--- config.mk ---
export PLATFORM = sky130hd
export DESIGN_NAME = pool_window_buffer
export DESIGN_NICKNAME = d
export VERILOG_FILES = /design/src/rtl/pool_window_buffer.sv
export SDC_FILE = /design/constraint.sdc
export NUM_CORES = 1
export LEC_CHECK = 0
export BUFFER_PORTS_ARGS = -buffer_cell sky130_fd_sc_hd__clkbuf_2
export CAP_MARGIN = 20
export CORE_ASPECT_RATIO = 1.25
export CORE_MARGIN = 2
export CORE_UTILIZATION = 45
export CTS_BUF_LIST = sky130_fd_sc_hd__clkbuf_8
export DETAILED_ROUTE_END_ITERATION = 10
export SYNTH_ARGS = -nofsm -noshare
export SYNTH_HDL_FRONTEND = slang
export SYNTH_SLANG_ARGS = --single-unit
--- constraint.sdc ---
create_clock -name clk -period 4.89 [get_ports clk]
set_clock_uncertainty 0.05 [all_clocks]
set_input_delay 0.978 -clock clk [delete_from_list [all_inputs] [get_ports clk]]
set_output_delay 0.978 -clock clk [all_outputs]
set_load 0.01 [all_outputs]
--- src/rtl/pool_window_buffer.sv ---
// Builds non-overlapping 2x2 pooling windows from a raster pixel stream and handshakes with the pooler.
// Optional build macro PWB_RELU_EN: negative pixels are clamped to zero on ingest.
module pool_window_buffer #(
    parameter int IL    = 8,
    parameter int FL    = 12,
    parameter int MAP_W = 8,
    parameter int MAP_H = 8,
    parameter int SIZE  = 4
) (
    input  logic             clk,
    input  logic             rst,
    input  logic             in_valid,
    input  logic [IL+FL-1:0] in_data,
    output logic             in_ready,
    output logic [IL+FL-1:0] win [SIZE-1:0],
    output logic             win_en,
    output logic             win_start,
    input  logic             pool_done,
    output logic             pool_valid,
    output logic             frame_done
);

    localparam int DW    = IL + FL;
    localparam int COL_W = $clog2(MAP_W);
    localparam int ROW_W = $clog2(MAP_H);
    localparam logic [COL_W-1:0] COL_LAST = COL_W'(MAP_W - 1);
    localparam logic [ROW_W-1:0] ROW_LAST = ROW_W'(MAP_H - 1);

    typedef enum logic [1:0] {
        FILL,
        LAUNCH,
        POOL
    } state_e;

    state_e           state_q, state_d;
    logic [COL_W-1:0] col_q, col_d;
    logic [ROW_W-1:0] row_q, row_d;
    logic [DW-1:0]    held_q, held_d;
    logic [DW-1:0]    win_q [SIZE-1:0];
    logic [DW-1:0]    win_d [SIZE-1:0];
    logic             last_q, last_d;
    logic             in_ready_q;
    logic             win_en_q;
    logic             win_start_q;
    logic             pool_valid_q;
    logic             frame_done_q;
    logic [DW-1:0]    line_q [MAP_W];
    logic [DW-1:0]    px;
    logic             accept;
    logic             pool_exit;

`ifdef PWB_RELU_EN
    assign px = in_data[DW-1] ? '0 : in_data;
`else
    assign px = in_data;
`endif

    assign accept    = in_valid && in_ready_q;
    assign pool_exit = (state_q == POOL) && pool_done;

    always_comb begin
        // NOTE: every variable gets a default first so no path through the case infers a latch.
        state_d = state_q;
        col_d   = col_q;
        row_d   = row_q;
        held_d  = held_q;
        win_d   = win_q;
        last_d  = last_q;

        unique case (state_q)
            FILL: begin
                if (accept) begin
                    if (col_q == COL_LAST) begin
                        col_d = '0;
                        row_d = (row_q == ROW_LAST) ? '0 : row_q + ROW_W'(1);
                    end else begin
                        col_d = col_q + COL_W'(1);
                    end

                    // Odd rows pair with the row held in the line buffer.
                    if (row_q[0]) begin
                        if (!col_q[0]) begin
                            held_d = px;
                        end else begin
                            win_d[0] = line_q[col_q - COL_W'(1)];
                            win_d[1] = line_q[col_q];
                            win_d[2] = held_q;
                            win_d[3] = px;
                            last_d   = (row_q == ROW_LAST) && (col_q == COL_LAST);
                            state_d  = LAUNCH;
                        end
                    end
                end
            end
            LAUNCH: state_d = POOL;
            POOL: begin
                if (pool_done) begin
                    state_d = FILL;
                end
            end
            default: state_d = FILL;
        endcase
    end

    always_ff @(posedge clk or posedge rst) begin
        if (rst) begin
            state_q      <= FILL;
            col_q        <= '0;
            row_q        <= '0;
            held_q       <= '0;
            last_q       <= 1'b0;
            in_ready_q   <= 1'b0;
            win_en_q     <= 1'b0;
            win_start_q  <= 1'b0;
            pool_valid_q <= 1'b0;
            frame_done_q <= 1'b0;
            for (int i = 0; i < SIZE; i++) begin
                win_q[i] <= '0;
            end
        end else begin
            // NOTE: non-blocking assignments so every register samples the pre-edge values.
            state_q      <= state_d;
            col_q        <= col_d;
            row_q        <= row_d;
            held_q       <= held_d;
            last_q       <= last_d;
            win_q        <= win_d;
            in_ready_q   <= (state_d == FILL);
            win_en_q     <= (state_d != FILL);
            win_start_q  <= (state_d == LAUNCH);
            pool_valid_q <= pool_exit;
            frame_done_q <= pool_exit && last_q;
        end
    end

    // NOTE: the line buffer has no reset; every entry is rewritten on an even row before it is read.
    always_ff @(posedge clk) begin
        if (accept && !row_q[0]) begin
            line_q[col_q] <= px;
        end
    end

    assign in_ready   = in_ready_q;
    assign win        = win_q;
    assign win_en     = win_en_q;
    assign win_start  = win_start_q;
    assign pool_valid = pool_valid_q;
    assign frame_done = frame_done_q;

endmodule

After elaboration in Yosys (flattened, before gate mapping)

Memories as Yosys holds them, arrays and structs flattened. A register that Yosys moved wholly into a read port is not among the register bits.
Index checks and enable logic that the tools add are counted.

Add/sub/neg operators: 3
Equality and inequality tests: 5
Mux-type cells: 9
Bitwise logic cells: 1
Reductions and logical operators: 13

Operators by type and width:

| operator                                          | number |
|---|---|
| 2-to-1 mux 2 bit                                  | 4 |
| AND reduction 4 bit                               | 2 |
| adder 3 x 1 -> 3 bit (second input constant)      | 2 |
| == test 3 bit (second input constant)             | 2 |
| 2-to-1 mux 3 bit                                  | 2 |
| one-hot mux 2 bit (3 select lines)                | 1 |
| logical AND 1 bit                                 | 5 |
| == test 2 x 1 -> 1 bit (second input constant)    | 2 |
| zero test 2 bit                                   | 2 |
| AND reduction 3 bit                               | 1 |
| subtractor 3 x 1 -> 3 bit (second input constant) | 1 |
| == test 2 bit (second input constant)             | 1 |
| 2-to-1 mux 1 bit                                  | 2 |
| AND reduction 2 bit                               | 1 |
| nonzero test 2 bit                                | 1 |
| zero test 1 bit                                   | 1 |
| NOT 1 bit                                         | 1 |

Register bits: 74
Memory bits (writable): 160
Output and inout bits: 85
Logic and storage cells: 44
Memories: 1

Memories:

| name   | depth | width | rd ports | clocked after memory_dff | wr ports | line | source |
|---|---|---|---|---|---|---|---|
| line_q | 8     | 20    | 2        | 2                        | 1        | 47   | `logic [DW-1:0] line_q [MAP_W];` |

Depth between registers and ports, before layout

Gate-level depths: netlist (run 1).

Depth after elaboration: 5
Gate-level depth with buffers: 8
Gate-level depth less buffers: 5

Worst setup path before layout (run 1)

OpenSTA, ideal clock, no wires.

Path kind: input to register
Start point: input in_valid
End point: memory line_q[6][0] (netlist bit), enable pin
Library setup time: 0.456 ns
Arrival time: 3.240 ns
Setup slack: 1.145 ns
Stages on the path: 2
Path buffers: 0
Path through: nand2_1 -> nor4b_1

Cells in the longest elaborated chain, start to end: 4

RTL lines:

| element                                | line | source |
|---|---|---|
| start: declaration                     | 12   | `input logic in_valid,` |
| logical AND 1 bit                      | 58   | `assign accept = in_valid && in_ready_q;` |
| logical AND 1 bit                      | 138  | `if (accept && !row_q[0]) begin` |
| 2-to-1 mux 1 bit                       | 138  |  |
| 2-to-1 mux 1 bit (implied by the code) | 139  | `line_q[col_q] <= px;` |
| end: declaration                       | 47   |  |

No other way between the ends.

Final worst setup path (run 1)

Start point: register col_q[0]
End point: register win_q (netlist bit win[61])

Cells in the longest elaborated chain, start to end: 1

RTL lines:

| element                              | line | source |
|---|---|---|
| start: declaration                   | 36   | `logic [COL_W-1:0] col_q, col_d;` |
| start signal: assignment             | 123  | `col_q <= col_d;` |
| AND reduction 4 bit (no source line) | n/a  |  |
| end signal: assignment               | 127  | `win_q <= win_d;` |
| end: declaration                     | 39   | `logic [DW-1:0] win_q [SIZE-1:0];` |

No other way between the ends.
A chain may end at the register's enable or synchronous reset.

==> flow_summary_export.csv, run 1 <==
group,metric,value,unit
floorplanning,dieWidth,142,um
timing,fin_ws,1.78,ns
timing,fin_crit_sh,63.5,%
power,ir_drop,333,uV
critical_path,endpoint,"win[61]",
floorplanning,die_h,177,um
yosys,synth_largest_area_cell,"edfxtp_1",
critical_path,critPathKind,"flop to flop",
clock_network,numCtsBuffers,43,
yosys,ys_ff_latch,274,
power,swShare,32.6,%
yosys,synthCells,608,
critical_path,end_kind,"flop",
power,p_seq_share,42.7,%
clock_network,cts_max_level,2,
yosys,synth_area,10700,um2
cells_and_area,nFillCells,1885,
floorplanning,ioPinCount,109,
outcome,outcome,"finished, final reports clean",
yosys,ys.flop_type,"edfxtp_1",
clock_network,cts_tree,"done",
cells_and_area,fin_nets,773,
route,wl_per_cell,22.1,um
timing,rsz0062_at_grt,"no",
yosys,yosysWarnings,0,
yosys,yosys-mux-area-fraction,15.7,%
yosys,yosys-top-cells-count,"edfxtp_1, dfrtp_1, mux2_1",
yosys,synth.distinct_cells,44,
yosys,synth_fp_nets,637,
power,power_density,635,nW/um2
cells_and_area,antenna_cells,0,
timing,finalHoldViolCount,0,
min_path,hp-class,"primary input to asynchronous set/reset pin",
yosys,synth_simple_gate_area_share,4.75,%
power,combPwrFrac,33.1,%
floorplanning,core,23600,um2
power,p_int,0.00537,W
global_route,antenna_found_initial,0,
yosys,seq_area_frac_synth,71.3,%
power,p_leak,5.00,nW
yosys,synth_top_family_by_area,"multiplexers",
placement,hpwl,14.9,mm
global_route,grt_overflow,0,
route,drtIter0Drc,381,
timing,tightest_slew,0.991,ns
yosys,synthAdderAreaFrac,0.582,%
clock_network,clock_latency,0.54,ns
floorplanning,dieArea,25100,um2
clock_network,post_cts_buffers,0,
cells_and_area,drive_gt1_share,32.9,%
route,drc,0,
critical_path,r2r-start,"col_q[0]",
yosys,synth.top_cell.area_share,44.7,%
cells_and_area,multi_input_area,2900,um2
floorplanning,row_count,63,
yosys,synth_edf_count,160,
power,netSwitchingPower,0.00259,W
critical_path,critPathMaxFanout,41,
critical_path,timing.rr.end,"win[61]",
yosys,yosysMostFrequentCell,"edfxtp_1",
power,power_frac_clock,24.2,%
clock_network,clk_pin_slew,0.06,ns
placement,port_buffers,108,
timing,maxSlewViolCount,0,
timing,relSlewSlack,33.9,%
floorplanning,floorplan.initialDensity,45.6,%
global_route,grt_usage,19.5,%
clock_network,max-clock-path-buffers,3,
clock_network,cts_root_buffer,"clkbuf_8",
clock_network,cts_num_sinks,274,
critical_path,regToRegSetupSlack,1.78,ns
placement,routabilityCongestion,0.772,
global_route,grt_pass1_vias,6330,
critical_path,crit_arrival,3.46,ns
cells_and_area,seqCellArea,7660,um2
route,ant_nets,0,
yosys,yosys-top-cells-area,"edfxtp_1, dfrtp_1, mux2_1",
run,cap_violations,0,
critical_path,start_kind,"flop",
placement,place_ws,1.68,ns
timing,setup_tns,0,ns
route,vias_per_cell,5.52,
timing,fmax,0.322,GHz
timing,fin_crit,3.11,ns
yosys,synth_xor_xnor_area_share,0.151,%
global_route,grt_start_max_net_pins,54,
critical_path,crit_path_start,"col_q[0]",
critical_path,worstPathRequired,5.25,ns
yosys,avgSynthCellArea,17.7,um2
cells_and_area,post-route-util,53.3,%
timing,setup_viol,0,
clock_network,postCtsHoldBufs,0,
route,drt_wl_total,23.6,mm
yosys,synth_compound_area_share,5.24,%
route,first_pass_iters,5,
global_route,grt_pass1_wl,36.7,mm
clock_network,ctsResizeCount,0,
yosys,async_reset_ff_share,41.6,%
cells_and_area,synthToLayoutAreaGrowth,16.8,%
critical_path,reg2regPathDepth,6,
route,route.vias.total,5915,
critical path, stage by stage (launching register included):
cell      delay (ns)
dfrtp_1         0.60
buf_4           0.49
and2_1          0.72
nand2_4         0.15
clkinv_2        0.20
buf_4           0.35
mux2_1          0.37
registers in the layout (all words and copies together) (netlist names):
signal      cells
held_q         20
frame_done      1
row_q           3
col_q           3
win            80
in_ready        1
state_q         2
last_q          1
pool_valid      1
line_q        160
win_start       1
win_en          1
cell families (layout without fill, tap and decap cells):
group	Yosys count	in the layout
buffers and inverters	46	217
AOI/OAI and AO/OA	80	80
xor gates and xnor gates	1	1
adders and majority gates	5	5
and+or+nand+nor	81	81
muxes	121	121
DFF	274	274
area by class of cell:
class,instances,share of cell area (%)
clock buffers,52,5.70
multi-input cells,288,23.1
flip-flops and latches,274,61.0
clock inverters,28,1.36
well taps,292,2.91
repair buffers,131,5.78
inverters,6,0.209
metrics by stage:
| step | total power (W) | std cells | hold WS, ns | instance area [um2] |
|---|---|---|---|---|
| 3_3_place_gp | 0.00604 | 991 | 0.412 | 11700 |
| 6_report | 0.00797 | 1071 | 0.425 | 12600 |
| 4_1_cts | 0.00809 | 1071 | 0.407 | 12600 |
| 3_5_place_dp | 0.00613 | 991 | 0.424 | 11700 |
| 5_1_grt | 0.00843 | 1071 | 0.435 | 12600 |
| 2_1_floorplan | 0.00520 | 608 | 0.396 | 10700 |
worst min path at each step:
stage,start,cells past startpoint,to
CTS,rst,2,win[78]
global route,rst,2,win[75]
detailed placement,win[76],1,win[76]
global placement,last_q,1,frame_done
floorplan,last_q,1,frame_done
finish,rst,2,win[75]
power groups by stage:
stage,Clock [W],Sequential [W],Combinational (W)
2_1_floorplan,0,0.00349,0.00171
3_3_place_gp,0,0.00343,0.00262
3_5_place_dp,0,0.00345,0.00268
4_1_cts,0.00198,0.00341,0.00269
5_1_grt,0.00209,0.00348,0.00286
6_report,0.00193,0.00340,0.00263
routing by layer:
metal	track usage [%]	wire, um	vias to the layer above
met1	25.7	9790	3063
li1	-	-	2636
met4	5.75	457	0
met2	32.9	12100	183
met3	3.84	1240	33
met5	0	0	-
cells in the final DEF (no fill, tap or decap), types with 2 or more instances in the layout:
| cell | n |
|---|---|
| ha_1 | 5 |
| clkbuf_2 | 108 |
| nor2_1 | 4 |
| mux4_2 | 23 |
| o21ai_0 | 11 |
| edfxtp_1 | 160 |
| nor4b_1 | 5 |
| a211o_1 | 5 |
| mux2i_1 | 9 |
| bufinv_16 | 2 |
| buf_4 | 22 |
| o22a_1 | 6 |
| mux2_2 | 9 |
| a41oi_1 | 3 |
| a221o_1 | 5 |
| nand2_1 | 16 |
| mux2_4 | 20 |
| o31ai_1 | 2 |
| nand2b_1 | 10 |
| or3_1 | 2 |
| and3b_1 | 9 |
| dfrtp_1 | 114 |
| nor3b_1 | 3 |
| nor2b_1 | 5 |
| o2111ai_1 | 5 |
| and2_1 | 10 |
| clkinv_2 | 4 |
| a221oi_1 | 7 |
| nor4b_2 | 3 |
| nand3_1 | 2 |
| a21oi_1 | 18 |
| a311oi_1 | 2 |
| mux2_1 | 60 |
| a31oi_1 | 10 |
| clkbuf_8 | 52 |
| inv_1 | 17 |
| nor3_2 | 4 |
| clkinv_1 | 7 |
| and3_1 | 4 |
| a22oi_1 | 6 |
Note: power is estimated with default switching activity, not from simulation.
==> run 2: changes to the inputs <==
Settings changed: PLACE_DENSITY set to 0.66.
Clock period 4.89 ns to 2.5 ns, I/O delays scaled along.
==> run 2 against run 1 <==
  * Largest power group unchanged
  * Core utilization is 0.36 points higher
  * Sequential power rose by 94%
  * Routed wire length grew 0.53%
  * Cell count rose by 1.4%
  * Critical path depth fell by 3
  * Die area unchanged
  * Critical endpoint is now line_q[0][8]
  * Non-clock buffer count rose by 17
==> flow_summary_export.csv, run 2 (synthesized netlist as in run 1, its figures left out) <==
group,metric,value,unit
global_route,grt_start_max_net_pins,115,
timing,setup_viol,0,
route,vias_per_cell,5.50,
run,cap_violations,0,
clock_network,cts_max_level,2,
cells_and_area,synthToLayoutAreaGrowth,17.6,%
critical_path,worstPathRequired,2.67,ns
global_route,antenna_found_initial,0,
placement,port_buffers,108,
timing,whs,0.0648,ns
clock_network,numCtsBuffers,42,
power,p_leak,5.06,nW
cells_and_area,layout_common_cells,"edfxtp_1, dfrtp_1, clkbuf_2",
route,route.vias.total,5976,
critical_path,crit_arrival,2.30,ns
floorplanning,dieArea,25100,um2
critical_path,end_kind,"flop",
floorplanning,ioPinCount,109,
timing,fin_crit_sh,85.3,%
clock_network,postCtsHoldBufs,0,
cells_and_area,fin_nets,789,
cells_and_area,final_cells,1086,
power,netSwitchingPower,0.00512,W
clock_network,post_cts_buffers,0,
timing,tightest_slew,0.672,ns
floorplanning,floorplan.initialDensity,45.6,%
route,drtIter0Drc,414,
timing,rsz0062_at_grt,"no",
power,finalPower,0.0155,W
floorplanning,core,23600,um2
route,ant_nets,0,
timing,fin_crit,2.13,ns
route,first_pass_iters,4,
timing,finalHoldViolCount,0,
placement,routabilityCongestion,0.805,
power,p_int,0.0104,W
outcome,outcome,"finished, final reports clean",
route,wl_per_cell,21.9,um
clock_network,clk_pin_slew,0.06,ns
global_route,grt_usage,19.5,%
placement,place_ws,0.319,ns
critical_path,start_kind,"flop",
global_route,grt_pass1_vias,6478,
cells_and_area,drive_gt1_share,33.4,%
global_route,grt_overflow,0,
clock_network,ctsResizeCount,0,
power,power_frac_clock,22.1,%
floorplanning,dieWidth,142,um
route,drt_wl_total,23.8,mm
clock_network,cts_num_sinks,274,
cells_and_area,post-route-util,53.6,%
timing,maxSlewViolCount,0,
cells_and_area,largest_reg_flops,160,
power,ir_drop,594,uV
power,power_density,1230,nW/um2
clock_network,clock_latency,0.54,ns
floorplanning,die_h,177,um
min_path,hp-class,"primary input to asynchronous set/reset pin",
clock_network,max-clock-path-buffers,3,
placement,hpwl,14.9,mm
power,combPwrFrac,35.3,%
power,p_seq_share,42.6,%
clock_network,cts_tree,"done",
clock_network,cts_root_buffer,"clkbuf_8",
timing,relSlewSlack,55.2,%
cells_and_area,final_common_cell,"edfxtp_1",
critical_path,critPathKind,"flop to flop",
power,swShare,33.1,%
placement,dp.cells,1008,
route,drc,0,
critical_path,critPathMaxFanout,10,
cells_and_area,top_register,"line_q",
timing,fin_ws,0.366,ns
global_route,grt_pass1_wl,37.3,mm
timing,fmax,0.469,GHz
floorplanning,row_count,63,
==> run 2: cell count changes in the layout (fill, tap and decap cells not counted), moves of 2 or more <==
| cell | previous run | this run |
|---|---|---|
| nor4b_4 | 0 | 3 |
| buf_4 | 22 | 36 |
| nor4b_2 | 3 | 0 |
| clkbuf_8 | 52 | 45 |
| inv_1 | 17 | 19 |
| buf_12 | 1 | 4 |
| clkinv_1 | 7 | 10 |
==> run 2: layer usage <==
metal | vias up | routed length (um) | track usage [%]
met4 | 0 | 475 | 6.00
met2 | 203 | 12200 | 32.6
met5 | - | 0 | 0
li1 | 2670 | - | -
met3 | 36 | 1650 | 4.09
met1 | 3067 | 9450 | 25.9
==> run 2: final timing paths <==
kind                       depth (start not counted)  slack [ns]       from           end
max in group asynchronous                          3        1.80        rst       win[75]
min reg2reg                                        1        0.43  held_q[4]       win[44]
max                                                3        0.37   row_q[0]  line_q[0][8]
min                                                3        0.06        rst       win[77]
max reg2reg                                        3        0.37   row_q[0]  line_q[0][8]
min in group clk                                   3        0.14  pool_done    pool_valid
==> run 2: worst max-delay path: stages (launching register included) <==
cell and delay, ns:
dfrtp_1 0.54, or3_1 0.54, nor3_2 0.36, buf_4 0.31
==> run 2: area by class of cell <==
cell class	instances	area, um2
timing repair buffer	148	891
inverter	6	27.5
fill	1865	10900
clock inverter	32	155
sequential	274	7660
tap	292	365
multi-input combinational	288	2920
antenna	1	2.50
clock buffer	45	619
==> run 2: stage by stage <==
stage	cell area [um2]	setup TNS, ns
floorplan	10800	-55.50
global placement	11900	0
detailed placement	11900	0
CTS	12600	0
global route	12600	0
finish	12600	0
==> run 2: power groups by stage <==
stage	combinational, W	clock, W	sequential, W
final	0.00547	0.00342	0.00660
after global routing	0.00595	0.00370	0.00675
after CTS	0.00556	0.00351	0.00662
after detailed placement	0.00554	0	0.00670
after global placement	0.00541	0	0.00666
after floorplan	0.00339	0	0.00682
==> run 3: changes to the inputs <==
Settings changed: CORE_ASPECT_RATIO 1.25 to 1.1, CORE_UTILIZATION 45 to 30, PLACE_DENSITY 0.66 to unset.
==> run 3 against run 2 <==
  * Power up 5.5%
  * Die area up 49%
  * Global-route usage down 5.0 points
  * Critical path depth up 3
  * Register-to-register slack better by 0.02 ns
  * Core utilization down 16 points
  * Final area up 3.7%
  * Sequential cell count unchanged
  * Via count up 1.5%
  * Critical path type unchanged
  * Largest cell class unchanged
==> flow_summary_export.csv, run 3 (synthesized netlist as in run 1, its figures left out) <==
group,metric,value,unit
outcome,outcome,"finished, final reports clean",
placement,place_ws,0.368,ns
route,first_pass_iters,4,
clock_network,numCtsBuffers,47,
cells_and_area,fin_nets,788,
route,vias_per_cell,4.75,
min_path,hp-class,"primary input to asynchronous set/reset pin",
route,drc,0,
critical_path,timing.rr.end,"win[17]",
timing,fmax,0.474,GHz
clock_network,max-clock-path-buffers,3,
floorplanning,die_h,203,um
power,combPwrFrac,34.5,%
clock_network,ctsResizeCount,0,
timing,maxSlewViolCount,0,
timing,fin_crit_sh,84.4,%
placement,routabilityCongestion,0.715,
clock_network,cts_num_sinks,274,
power,p_leak,5.15,nW
cells_and_area,drive_gt1_share,34.1,%
timing,rsz0062_at_grt,"no",
power,ir_drop,605,uV
critical_path,end_kind,"flop",
floorplanning,core,35200,um2
run,cap_violations,0,
route,drtIter0Drc,380,
global_route,grt_overflow,0,
global_route,antenna_found_initial,1,
cells_and_area,final_cells,1278,
power,swShare,33.5,%
timing,finalHoldViolCount,0,
critical_path,crit_path_start,"col_q[0]",
clock_network,postCtsHoldBufs,0,
global_route,grt_pass1_vias,6229,
critical_path,reg2regPathDepth,6,
global_route,grt_start_max_net_pins,115,
power,netSwitchingPower,0.00548,W
critical_path,crit_arrival,2.53,ns
critical_path,endpoint,"win[17]",
timing,tightest_slew,0.677,ns
cells_and_area,largest_reg_flops,160,
floorplanning,floorplan.initialDensity,30.5,%
clock_network,clock_latency,0.58,ns
timing,whs,0.0482,ns
cells_and_area,antenna_cells,0,
floorplanning,dieWidth,184,um
placement,dp.cells,1191,
critical_path,regToRegSetupSlack,0.39,ns
global_route,grt_usage,14.5,%
cells_and_area,top_register,"line_q",
route,drt_wl_total,26.5,mm
timing,setup_viol,0,
placement,port_buffers,108,
timing,relSlewSlack,54.9,%
clock_network,cts_tree,"done",
floorplanning,dieArea,37400,um2
timing,fin_crit,2.11,ns
power,p_seq_share,40.5,%
floorplanning,row_count,72,
critical_path,worstPathRequired,2.92,ns
power,power_density,1250,nW/um2
timing,fin_ws,0.391,ns
critical_path,critPathKind,"flop to flop",
critical_path,start_kind,"flop",
critical_path,r2r-start,"col_q[0]",
cells_and_area,synthToLayoutAreaGrowth,22.0,%
clock_network,post_cts_buffers,0,
clock_network,cts_max_level,2,
clock_network,cts_root_buffer,"clkbuf_8",
cells_and_area,layout_common_cells,"edfxtp_1, dfrtp_1, clkbuf_2",
cells_and_area,final_common_cell,"edfxtp_1",
route,ant_nets,0,
floorplanning,ioPinCount,109,
route,wl_per_cell,20.8,um
route,route.vias.total,6067,
critical_path,critPathMaxFanout,20,
power,power_frac_clock,25.1,%
placement,hpwl,15.7,mm
cells_and_area,post-route-util,37.2,%
global_route,grt_pass1_wl,40.6,mm
power,p_int,0.0109,W
clock_network,clk_pin_slew,0.06,ns
[run 3: changes by cell type in the layout (fill, tap and decap cells not counted), sizes merged]
cell,change
buf,-6
clkbuf,+10
bufinv,+1
clkinv,-7
clkinvlp,+1
diode,-1
inv,+5
[run 3: cell type report]
type	instances	area, um2
fill	3302	22100
clock buffer	55	757
multi-input combinational	288	2930
tap	481	602
sequential	274	7660
inverter	6	27.5
timing repair buffer	142	933
clock inverter	32	203
[run 3: critical path, stage by stage, from the launching register on]
cell and delay [ns]:
dfrtp_1 0.41, inv_2 0.07, ha_1 0.23, xor2_4 0.18, buf_12 0.24, mux4_2 0.54, mux2_4 0.26
[run 3: power by group through the flow]
stage	combinational [W]	sequential [W]	clock (W)
2_1_floorplan	0.00339	0.00682	0
3_3_place_gp	0.00563	0.00669	0
3_5_place_dp	0.00571	0.00671	0
4_1_cts	0.00574	0.00663	0.00423
5_1_grt	0.00610	0.00677	0.00443
6_report	0.00563	0.00661	0.00409
[run 3: metal layers]
metal	share of wire, %	wire length [um]	global-route usage (%)	vias to the layer above
li1	-	-	-	2674
met1	45	12000	20.6	3157
met2	46	12200	22.1	188
met3	6.6	1740	3.39	48
met4	2.4	648	4.74	0
met5	0	0	0	-
[run 3: worst min-delay path by stage]
stage                   start         end  slack, ns  cells after the start
floorplan              last_q  frame_done       0.40                      1
global placement      win[66]     win[66]       0.42                      1
detailed placement  held_q[9]     win[49]       0.42                      1
CTS                       rst  held_q[10]       0.07                      3
global route        pool_done  pool_valid       0.09                      3
finish                    rst     win[65]       0.05                      3
[run 3: per-stage QoR]
stage / cell area (um2) / power, W / TNS, ns
final: 13100 / 0.0163 / 0
after global routing: 13100 / 0.0173 / 0
after CTS: 13100 / 0.0166 / 0
after detailed placement: 12200 / 0.0124 / 0
after global placement: 12200 / 0.0123 / 0
after floorplan: 10800 / 0.0102 / -55.50
